$ cat src/rtl/layer_compositor_n.sv
// Pipelined priority compositor: picks the highest-priority visible layer (index 0 first)
// over the background, with frame-synchronous enable/blink config and 8->24 bit colour expansion.
`timescale 1ns/1ps
module layer_compositor_n #(
  parameter int          N_LAYERS        = 6,
  parameter logic [7:0]  TRANSPARENT_RGB = 8'hFF,
  parameter int          BLINK_FRAMES    = 30,
  parameter int          IDX_W           = (N_LAYERS > 1) ? $clog2(N_LAYERS) : 1
) (
  input  logic                    clk,
  input  logic                    resetN,
  input  logic [N_LAYERS-1:0]     drawingRequest,
  input  logic [8*N_LAYERS-1:0]   layerRGB,
  input  logic [7:0]              backGroundRGB,
  input  logic                    startOfFrame,
  input  logic                    cfgWrite,
  input  logic [N_LAYERS-1:0]     cfgEnable,
  input  logic [N_LAYERS-1:0]     cfgBlinkMask,
  output logic                    cfgPending,
  output logic [7:0]              redOut,
  output logic [7:0]              greenOut,
  output logic [7:0]              blueOut,
  output logic [IDX_W-1:0]        topLayer,
  output logic                    topLayerValid
);

  localparam int              CNT_W    = (BLINK_FRAMES > 1) ? $clog2(BLINK_FRAMES) : 1;
  localparam logic [CNT_W-1:0] CNT_LAST = CNT_W'(BLINK_FRAMES - 1);

  logic [N_LAYERS-1:0] enable_reg, blink_mask_reg;
  logic [N_LAYERS-1:0] shadow_enable_reg, shadow_blink_reg;
  logic                pending_reg;
  logic [CNT_W-1:0]    frame_cnt_reg;
  logic                blink_phase_reg;

  logic [7:0]          layer_color [N_LAYERS];
  logic [N_LAYERS-1:0] eff_req;

  logic [7:0]          sel_rgb;
  logic [IDX_W-1:0]    sel_idx;
  logic                sel_valid;

  logic [7:0]          s1_rgb_reg;
  logic [IDX_W-1:0]    s1_idx_reg;
  logic                s1_valid_reg;

  genvar gi;
  generate
    for (gi = 0; gi < N_LAYERS; gi++) begin : g_layer
      assign layer_color[gi] = layerRGB[8*gi +: 8];
      assign eff_req[gi] = drawingRequest[gi] & enable_reg[gi]
                         & (layerRGB[8*gi +: 8] != TRANSPARENT_RGB)
                         & ~(blink_mask_reg[gi] & blink_phase_reg);
    end
  endgenerate

  // Scan from lowest priority upward so the lowest requesting index is the final assignment
  always_comb begin
    sel_rgb   = backGroundRGB;
    sel_idx   = '0;
    sel_valid = 1'b0;
    for (int i = N_LAYERS - 1; i >= 0; i--) begin
      if (eff_req[i]) begin
        sel_rgb   = layer_color[i];
        sel_idx   = IDX_W'(i);
        sel_valid = 1'b1;
      end
    end
  end

  // A write coinciding with start-of-frame bypasses the shadow straight into the active set
  always_ff @(posedge clk or negedge resetN) begin
    if (!resetN) begin
      enable_reg        <= '1;
      blink_mask_reg    <= '0;
      shadow_enable_reg <= '1;
      shadow_blink_reg  <= '0;
      pending_reg       <= 1'b0;
    end else begin
      if (cfgWrite) begin
        shadow_enable_reg <= cfgEnable;
        shadow_blink_reg  <= cfgBlinkMask;
      end
      if (startOfFrame) begin
        enable_reg     <= cfgWrite ? cfgEnable    : shadow_enable_reg;
        blink_mask_reg <= cfgWrite ? cfgBlinkMask : shadow_blink_reg;
        pending_reg    <= 1'b0;
      end else if (cfgWrite) begin
        pending_reg <= 1'b1;
      end
    end
  end

  always_ff @(posedge clk or negedge resetN) begin
    if (!resetN) begin
      frame_cnt_reg   <= '0;
      blink_phase_reg <= 1'b0;
    end else if (startOfFrame) begin
      if (frame_cnt_reg == CNT_LAST) begin
        frame_cnt_reg   <= '0;
        blink_phase_reg <= ~blink_phase_reg;
      end else begin
        frame_cnt_reg <= frame_cnt_reg + 1'b1;
      end
    end
  end

  always_ff @(posedge clk or negedge resetN) begin
    if (!resetN) begin
      s1_rgb_reg    <= '0;
      s1_idx_reg    <= '0;
      s1_valid_reg  <= 1'b0;
      redOut        <= '0;
      greenOut      <= '0;
      blueOut       <= '0;
      topLayer      <= '0;
      topLayerValid <= 1'b0;
    end else begin
      s1_rgb_reg    <= sel_rgb;
      s1_idx_reg    <= sel_idx;
      s1_valid_reg  <= sel_valid;
      redOut        <= {s1_rgb_reg[7:5], {5{s1_rgb_reg[5]}}};
      greenOut      <= {s1_rgb_reg[4:2], {5{s1_rgb_reg[2]}}};
      blueOut       <= {s1_rgb_reg[1:0], {6{s1_rgb_reg[0]}}};
      topLayer      <= s1_idx_reg;
      topLayerValid <= s1_valid_reg;
    end
  end

  assign cfgPending = pending_reg;

endmodule

$ cat config.mk
export PLATFORM = sky130hd
export DESIGN_NAME = layer_compositor_n
export DESIGN_NICKNAME = d
export VERILOG_FILES = /design/src/rtl/layer_compositor_n.sv
export SDC_FILE = /design/constraint.sdc
export NUM_CORES = 1
export LEC_CHECK = 0
export ABC_AREA = 1
export CAP_MARGIN = 20
export CELL_PAD_IN_SITES_DETAIL_PLACEMENT = 1
export CELL_PAD_IN_SITES_GLOBAL_PLACEMENT = 1
export CORE_ASPECT_RATIO = 1.4
export CORE_UTILIZATION = 45
export DETAILED_ROUTE_END_ITERATION = 10
export DONT_BUFFER_PORTS = 1
export HOLD_SLACK_MARGIN = 0.06
export PLACE_DENSITY = 0.82
export SYNTH_ARGS = -nofsm -noshare
export SYNTH_HDL_FRONTEND = slang
export SYNTH_SLANG_ARGS = --single-unit
$ cat constraint.sdc
create_clock -name clk -period 1.86 [get_ports clk]
set_input_delay 0.558 -clock clk [delete_from_list [all_inputs] [get_ports clk]]
set_output_delay 0.558 -clock clk [all_outputs]
set_load 0.02 [all_outputs]
==> results.md <==
* Crit-path max FO at 11
* Final WL at roughly 6.9 mm
* Diode count at 0
* Pwr Total at between 3 and 4 mW
* Top Family by Delay on Critical Path: flip-flops
* Global-route wire length before repair at approximately 11 mm
* Count of nets after finishing at about 420
* Clock Latency Late Sink at about 0.3 ns
* Post-synth top area share at 36.7%
* Initial DRC Count at 57
* Initial Util at 46.9%
* Vias/cell at roughly 5.4
* FF+latch count, synth at 55
* Max Fclk at ~600 MHz
* Crit path cell chain: a21oi_1 -> nand2_2 -> inv_1 -> nand2_1 -> inv_2 -> nand2_1 -> nand2_1 -> inv_1 -> nand2_1
* Die Footprint at about 6800 um^2
* GRT Util Overall at 21.1%
* Hold slack final at between 0.08 and 0.09 ns
* Synth Area in Compound Gates at under 10%
* Main combinational cell family by area after synthesis: simple AND/OR/NAND/NOR gates
* Min Tclk post-route at 1.68 ns
* Synthesized area per cell at approximately 8.3 um^2
* Pre-CTS WS at 0.0714 ns
* Sum Neg Setup Slack at 0 ns
* Worst path slowest cell: dfrtp_1
* Finish-stage setup viols at 0
* # IOs at about 110
* Gr ovfl total at 0
* PortBufs at 0
* Ys flop type: dfrtp_1
* Detail Route met3 WL at between 400 and 500 um
* Met1 Routed Length at 2.65 mm
* Rel. slew slack at a little under three quarters
* Least-Margin Pin Slew at between 0.4 and 0.5 ns
* Final ANT Viol Nets at 0
* Synth warn at 0
* Max reg flops at 8
* Die Ht at 97.5 um
* Crit path to: s1_rgb_reg[6]$_DFF_PN0_
* Adder-cell area share of the yosys netlist at less than 1%
* Register-to-Register Path Depth at 9
* Critical Path RT at 2.10 ns
* Post-CTS Hold Buffers at 1
* Clock root cell: clkbuf_8
* Clock Path Buffers at 2
* Cell repeated most along the worst path: nand2_1
* RR Startpoint: blink_phase_reg$_DFFE_PN0P_
* Initial antenna violation count at 0
* Clock sinks at 55
* Class of the worst hold path: input pin to asynchronous set/reset pin
* DPL Wire Length at about 5.4 mm
* R2r endpoint: s1_rgb_reg[6]$_DFF_PN0_
* RSZ-0062 raised after global routing: no
* Top layer in use: met4
* Core region area at ~6300 um^2
* Reg power frac at 50.8%
* H-tree depth at 2
* Fill count at about 760
* Resized Gates After CTS at 0
* Mapped Area at 2930 um^2
* Die X at 70.2 um
* Slowest stage delay, CP at around 0.55 ns
* Number of global-route vias before repair at 2472
* Leak pwr at between 1 and 1.5 nW
* Final GP Congestion at about 0.9
* Final hold vios at 0
* FFs w/ async S/R, synth at between 90% and 100%
* Routed via count at 2250
* Post-synthesis cell count at ~350
* Switching share of power at around 39%
* Synth Net Count at between 400 and 500
* Yosys top cell by area: dfrtp_1
* Std-Cell Rows at 34
* R2R setup slack at between 0.15 and 0.2 ns
* Clock skew at 0.00747 ns
* Register area share after synthesis at a little under half
* Cell area power density at around 1200 nW/um^2
* Comb pwr share at between 20% and 30%
* Worst vdd ir at slightly below 0.5 mV
* Critical path depth at 9
* Post-Synth Simple-Gate Area at a little under a third
* Top cells by count, synth: 104 x nand2_1, 43 x dfrtp_1, 30 x inv_1
* Type of the worst setup path: flop to flop
* Critical Path End Type: flop
* XOR/XNOR Fraction of Synth Area at 1.20%
* Most common cell in the netlist: nand2_1
* CTS clk-pin slew, worst paths at 0.10 ns
* Worst setup SP type: flop
* WL per Instance at 16.6 um
* Post-synth EDFFs at 0
* Netlist cell types at 34
* Max Cap Violations at 0
* CP startpoint: blink_phase_reg$_DFFE_PN0P_
* Int Pwr at around 2.1 mW
* Drt first pass iters at 4
* TritonCTS Buffers at 5
* Main area contributors after synthesis: dfrtp_1 37%, nand2_1 13%, dfstp_2 11%
* Largest net degree at the start of global routing at 44
* Synthesis-to-layout area growth at 2.26%
* Post-synthesis mux area share at 0%
* TritonCTS clock tree: built
* Switching Power at about 1.3 mW
* Post-CTS Setup Inserts at 0
* Final WS setup at 0.178 ns
* Share of layout cells above drive strength 1 at between 10% and 20%
* DRC Markers at 0
* Final Slew Violations at 0
* Worst path bufs/invs at 3
* Status: finished clean
* Crit share post-route at 90.4%
* Power share of the clock group at between 10% and 20%
* CP arrival at between 1.5 and 2 ns
* Met2 Routed Length at ~3.6 mm
==> worst min-delay path by stage <==
| stage | endpoint | startpoint | slack [ns] |
|---|---|---|---|
| global placement | cfgPending$_DFFE_PN0P_ | resetN | 0.26 |
| detailed placement | frame_cnt_reg[3]$_DFFE_PN0P_ | resetN | 0.26 |
| floorplan | blink_mask_reg[0]$_DFFE_PN0P_ | resetN | 0.26 |
| global route | enable_reg[1]$_DFFE_PN1P_ | resetN | 0.06 |
| finish | enable_reg[1]$_DFFE_PN1P_ | resetN | 0.08 |
| CTS | shadow_enable_reg[5]$_DFF_PN1_ | resetN | 0.07 |
==> kinds of logic (layout without fill, tap and decap cells) <==
| group | Yosys count | count (layout) |
|---|---|---|
| AOI/OAI and AO/OA | 38 | 38 |
| xor gates and xnor gates | 4 | 4 |
| adders and majority gates | 2 | 2 |
| buffers and inverters | 60 | 49 |
| DFF | 55 | 55 |
| and+or+nand+nor | 195 | 195 |
==> metrics by stage <==
| step | instances | cell area [um^2] | utilization (%) |
|---|---|---|---|
| 6_report | 415 | 3000 | 47.9 |
| 5_1_grt | 415 | 3000 | 47.9 |
| 4_1_cts | 415 | 3000 | 47.9 |
| 3_5_place_dp | 406 | 2880 | 46.1 |
| 3_3_place_gp | 406 | 2880 | 46.1 |
| 2_1_floorplan | 354 | 2930 | - |
==> worst reg2reg max path, delay by kind of cell (launching register included) <==
family	cells	cell delay, ns
buf+inv	3	0.39
simple gates	5	0.43
compound gates	1	0.25
flops	1	0.55
==> area by class of cell <==
class                      instances  area, um^2  share of cell area [%]
inverter                          34         128                    4.26
tap                               72        90.1                    3.01
clock buffer                       7        86.3                    2.88
clock inverter                     1        8.76                   0.292
timing repair buffer               7        65.1                    2.17
multi-input combinational        239        1230                    41.0
sequential                        55        1390                    46.4
==> layout by cell type (no fill, tap or decap) <==
cell type and count:
a21oi_1 7, a21oi_2 7, a21oi_4 3, a31oi_1 12
a32oi_1 1, buf_12 1, buf_4 6, clkbuf_1 1
clkbuf_8 6, clkinv_4 1, dfrtp_1 43, dfstp_2 12
ha_1 2, inv_1 30, inv_2 4, nand2_1 104
nand2_2 11, nand2_4 2, nand3_1 27, nand3_2 2
nand3b_1 1, nand4_1 13, nor2_1 26, nor2_2 2
nor2_4 2, nor3_1 3, o21ai_0 5, o21ai_1 1
o21ai_4 1, o22ai_1 1, or2_1 1, or2_2 1
xnor2_1 1, xor2_1 3
==> power by group through the flow <==
stage / sequential [mW] / combinational [mW] / clock, mW
after detailed placement: 1.79 / 1.01 / 0
after global placement: 1.78 / 0.988 / 0
after global routing: 1.80 / 1.15 / 0.746
after CTS: 1.77 / 1.04 / 0.712
after floorplan: 1.77 / 1.02 / 0
final: 1.76 / 1.03 / 0.678
==> layer usage <==
metal,vias to the layer above,track usage (%)
met3,13,5.91
li1,1097,-
met1,1077,23.3
met2,63,37.9
met5,-,0
met4,0,7.38
Power figures use the tool's default switching activity.
==> RTL change 1 (same flow settings) <==
Set the parameter `N_LAYERS` to 3 (it was 6).
--- a/src/rtl/layer_compositor_n.sv
+++ b/src/rtl/layer_compositor_n.sv
@@ -2,7 +2,7 @@
 // over the background, with frame-synchronous enable/blink config and 8->24 bit colour expansion.
 `timescale 1ns/1ps
 module layer_compositor_n #(
-  parameter int          N_LAYERS        = 6,
+  parameter int          N_LAYERS        = 3,
   parameter logic [7:0]  TRANSPARENT_RGB = 8'hFF,
   parameter int          BLINK_FRAMES    = 30,
   parameter int          IDX_W           = (N_LAYERS > 1) ? $clog2(N_LAYERS) : 1
Interface: changed (5 resized); port bits go from 107 to 73. No check against the original RTL was run, so the function may have changed too.
==> RTL change 1 against the unedited design <==
- total power down 23%
- design area shrank 30%
- critical endpoint is now blueOut[1]
- die area is 31% lower
- synthesized area decreased by 32%
- wire length fell by 40%
- sequential cell count is 14 lower
- worst setup slack gained 150 ps
- cell count fell by 31%
- utilization grew 1.3 points
==> RTL change 1: results (changes against the unedited design) <==
- Placer congestion estimate: 0.7674 (-17%)
- Crit Path Max Fanout: 7 (-4)
- Worst path slowest cell: buf_4
- Routed wl met3: 275 um (-44%)
- CP peak stage delay: 360 ps (-190 ps)
- Share of post-route cells with drive strength above 1: 15.93% (-1.9 points)
- Logic inverters: 23 (-32%)
- Non-clk bufs: 4 (-3)
- Pre-CTS setup slack: 260.9 ps (+189.5 ps)
- Critical path startpoint: blueOut[6]
- Syn avg cell area: 8.524 um^2 (+3.0%)
- Wire length on met1: 1.683 mm (-36%)
- Status: completed
- Placed insts: 277 (-32%)
- R2R Path End: s1_rgb_reg[3]
- Multi-input gate share of total cell area: 34.87% (-6.1 points)
- # nets final: 272 (-36%)
- DRT Pass-1 Iters: 3 (-1)
- Met2 wire length: 2.111 mm (-41%)
- Seq/total area: 49.58% (+3.1 points)
- Area after DPL: 1944 um^2 (-33%)
- Final-layout fill cell count: 506 (-33%)
- Number of global-route vias before repair: 1,581 (-36%)
- Crit path DAT: 980 ps (-940 ps)
- Top cells by area, synth: dfrtp_1 44%, nand2_1 12%, dfstp_2 7.9%
- Largest net degree at the start of global routing: 36 (-18%)
- Synth cell count leaders: 66 x nand2_1, 39 x nor2_1, 35 x dfrtp_1
- R2r setup slk: 340 ps (+160 ps)
- Buffer share of cell area: 2.041% (-0.13 points)
- All-Layer GR Usage: 20.01% (-1.1 points)
- Met3 global-route usage: 5.732% (-0.18 points)
- Storage element area: 1033 um^2 (-26%)
- Initial DRC Count: 32 (-44%)
- Clock buf/inv share: 5.762% (+2.6 points)
- CLK BUF: 6 (-1)
- Max rail drop VDD: 0.0007091 V (+47%)
- Met2 Usage GRT: 34.71% (-3.2 points)
- Multi-input gate count: 150 (-37%)
- Detailed Route WL: 4.159 mm (-40%)
- FFs & Latches: 41 (-25%)
- Met1 usage: 22.82% (-0.48 points)
- Clock slew at reported path FFs: 80 ps (-20 ps)
- Worst R2R Start: enable_reg[1]
- Unique masters post-synth: 29 (-15%)
- Crit path max-delay family: buffers and inverters
RTL change 1: cell types whose count changed after synthesis, sizes merged, moves of 2 or more:
cell	change
nand4	-12
dfstp	-6
xor2	-2
nor2	+11
buf	-4
a21oi	-11
dfrtp	-8
a31oi	-6
inv	-11
o21ai	-7
nand3	-15
nand2	-45
RTL change 1: what timing repair did:
| action | CTS | global route |
|---|---|---|
| hold buffers | 1 | 0 |
| hold endpoints to repair | 35 | 0 |
| buffers inserted | 0 | 0 |
RTL change 1: kinds of logic after synthesis:
logic type / count (synthesis) / synth area share [%]
and+or+nand+nor: 133 / 29.54
buffers and inverters: 44 / 12.12
AOI/OAI and AO/OA: 13 / 4.623
xor gates and xnor gates: 2 / 0.8746
adders and majority gates: 2 / 1.249
DFF: 41 / 51.59
RTL change 1: power by group:
part | switching (uW) | total, uW | leakage, uW | internal (uW)
logic | 454 | 641 | 0.000510 | 187
clock network | 319 | 755 | 0.0000574 | 436
registers | 172 | 1280 | 0.000486 | 1110
==> RTL change 2 (same settings) <==
Made on the original files. The output `redOut` loses its register stage (`redOut` becomes a continuous assignment).
--- a/src/rtl/layer_compositor_n.sv
+++ b/src/rtl/layer_compositor_n.sv
@@ -110,7 +110,6 @@
       s1_rgb_reg    <= '0;
       s1_idx_reg    <= '0;
       s1_valid_reg  <= 1'b0;
-      redOut        <= '0;
       greenOut      <= '0;
       blueOut       <= '0;
       topLayer      <= '0;
@@ -119,7 +118,6 @@
       s1_rgb_reg    <= sel_rgb;
       s1_idx_reg    <= sel_idx;
       s1_valid_reg  <= sel_valid;
-      redOut        <= {s1_rgb_reg[7:5], {5{s1_rgb_reg[5]}}};
       greenOut      <= {s1_rgb_reg[4:2], {5{s1_rgb_reg[2]}}};
       blueOut       <= {s1_rgb_reg[1:0], {6{s1_rgb_reg[0]}}};
       topLayer      <= s1_idx_reg;
@@ -127,6 +125,8 @@
     end
   end
 
+  assign redOut = {s1_rgb_reg[7:5], {5{s1_rgb_reg[5]}}};
+
   assign cfgPending = pending_reg;
 
 endmodule
Check against the original RTL: not equivalent (Yosys sat finds a counterexample within 4 cycles, from zero or initial values and one cycle with resetN low).
==> RTL change 2 against the unedited design <==
- worst setup slack improved by 39 ps
- synthesized area is 2.2% lower
- wire length down 2.7%
- sequential cell count down 3
- total power fell by 3.4%
- cell count shrank 0.72%
- worst hold slack worse by 9.9 ps
- design area is 2.9% lower
- critical path type unchanged
- largest power group unchanged
==> RTL change 2: results (changes against the unedited design) <==
- Status: completed
- Syn Nets: 433 (-0.23%)
- Dpl hpwl: 5.368 mm (-0.13%)
- Wire length on met1: 2.444 mm (-7.7%)
- First-pass GRT wire length: 10.90 mm (-4.5%)
- Initial DRC Count: 87 (+53%)
- Slew @ Worst Pin: 387.4 ps (-46.88 ps)
- Final Skew: 12.01 ps (+4.538 ps)
- Pre-CTS setup slack: 49.72 ps (-21.68 ps)
- Share of post-route cells with drive strength above 1: 16.76% (-1.0 points)
- Total vias in the final route: 2,206 (-2.0%)
- Synth cell count leaders: 104 x nand2_1, 40 x dfrtp_1, 30 x inv_1
- Largest net degree at the start of global routing: 41 (-6.8%)
- Placer congestion estimate: 0.8817 (-4.2%)
- Routed wl met3: 517 um (+5.7%)
- Cell count after synthesis: 353 (-0.28%)
- R2R depth: 7 (-2)
- Number of global-route vias before repair: 2,290 (-7.4%)
- R2r setup slk: 220 ps (+40 ps)
- Top cells by area, synth: dfrtp_1 35%, nand2_1 14%, dfstp_2 11%
- Detailed Route WL: 6.696 mm (-2.7%)
- # nets final: 419 (-0.71%)
- R2R Path End: s1_rgb_reg[3]
- Placed insts: 403 (-0.74%)
- Met2 wire length: 3.583 mm (-0.42%)
- Seq/Total Area, Yosys: 45.92% (-1.6 points)
- Minimum clock period: 1643 ps (-38.86 ps)
- Met2 Usage GRT: 39.81% (+1.9 points)
- WHS: 73.89 ps (-9.924 ps)
- Met1 usage: 21.83% (-1.5 points)
RTL change 2: layout make-up:
| type | instances | area (um^2) |
|---|---|---|
| Clock buffer | 6 | 82.58 |
| Fill cell | 789 | 3258 |
| Sequential cell | 52 | 1316 |
| Tap cell | 72 | 90.09 |
| Multi-Input combinational cell | 240 | 1216 |
| Clock inverter | 2 | 10.01 |
| Inverter | 32 | 122.6 |
| Timing Repair Buffer | 8 | 72.57 |
RTL change 2: power breakdown:
part           switching, uW  internal, uW  total [uW]
clock network            361           298         659
logic                    706           318        1020
registers                248          1420        1670
total                   1320          2030        3350
RTL change 2: kinds of logic (layout without fill, tap and decap cells):
| family | count (synthesis) | count (layout) | share of synthesized area (%) |
|---|---|---|---|
| simple gates | 195 | 195 | 31.03 |
| buf+inv | 61 | 48 | 11.65 |
| flops | 52 | 52 | 45.92 |
| compound gates | 41 | 41 | 9.908 |
| fa+ha+maj | 2 | 2 | 0.8728 |
| xor+xnor | 2 | 2 | 0.6112 |
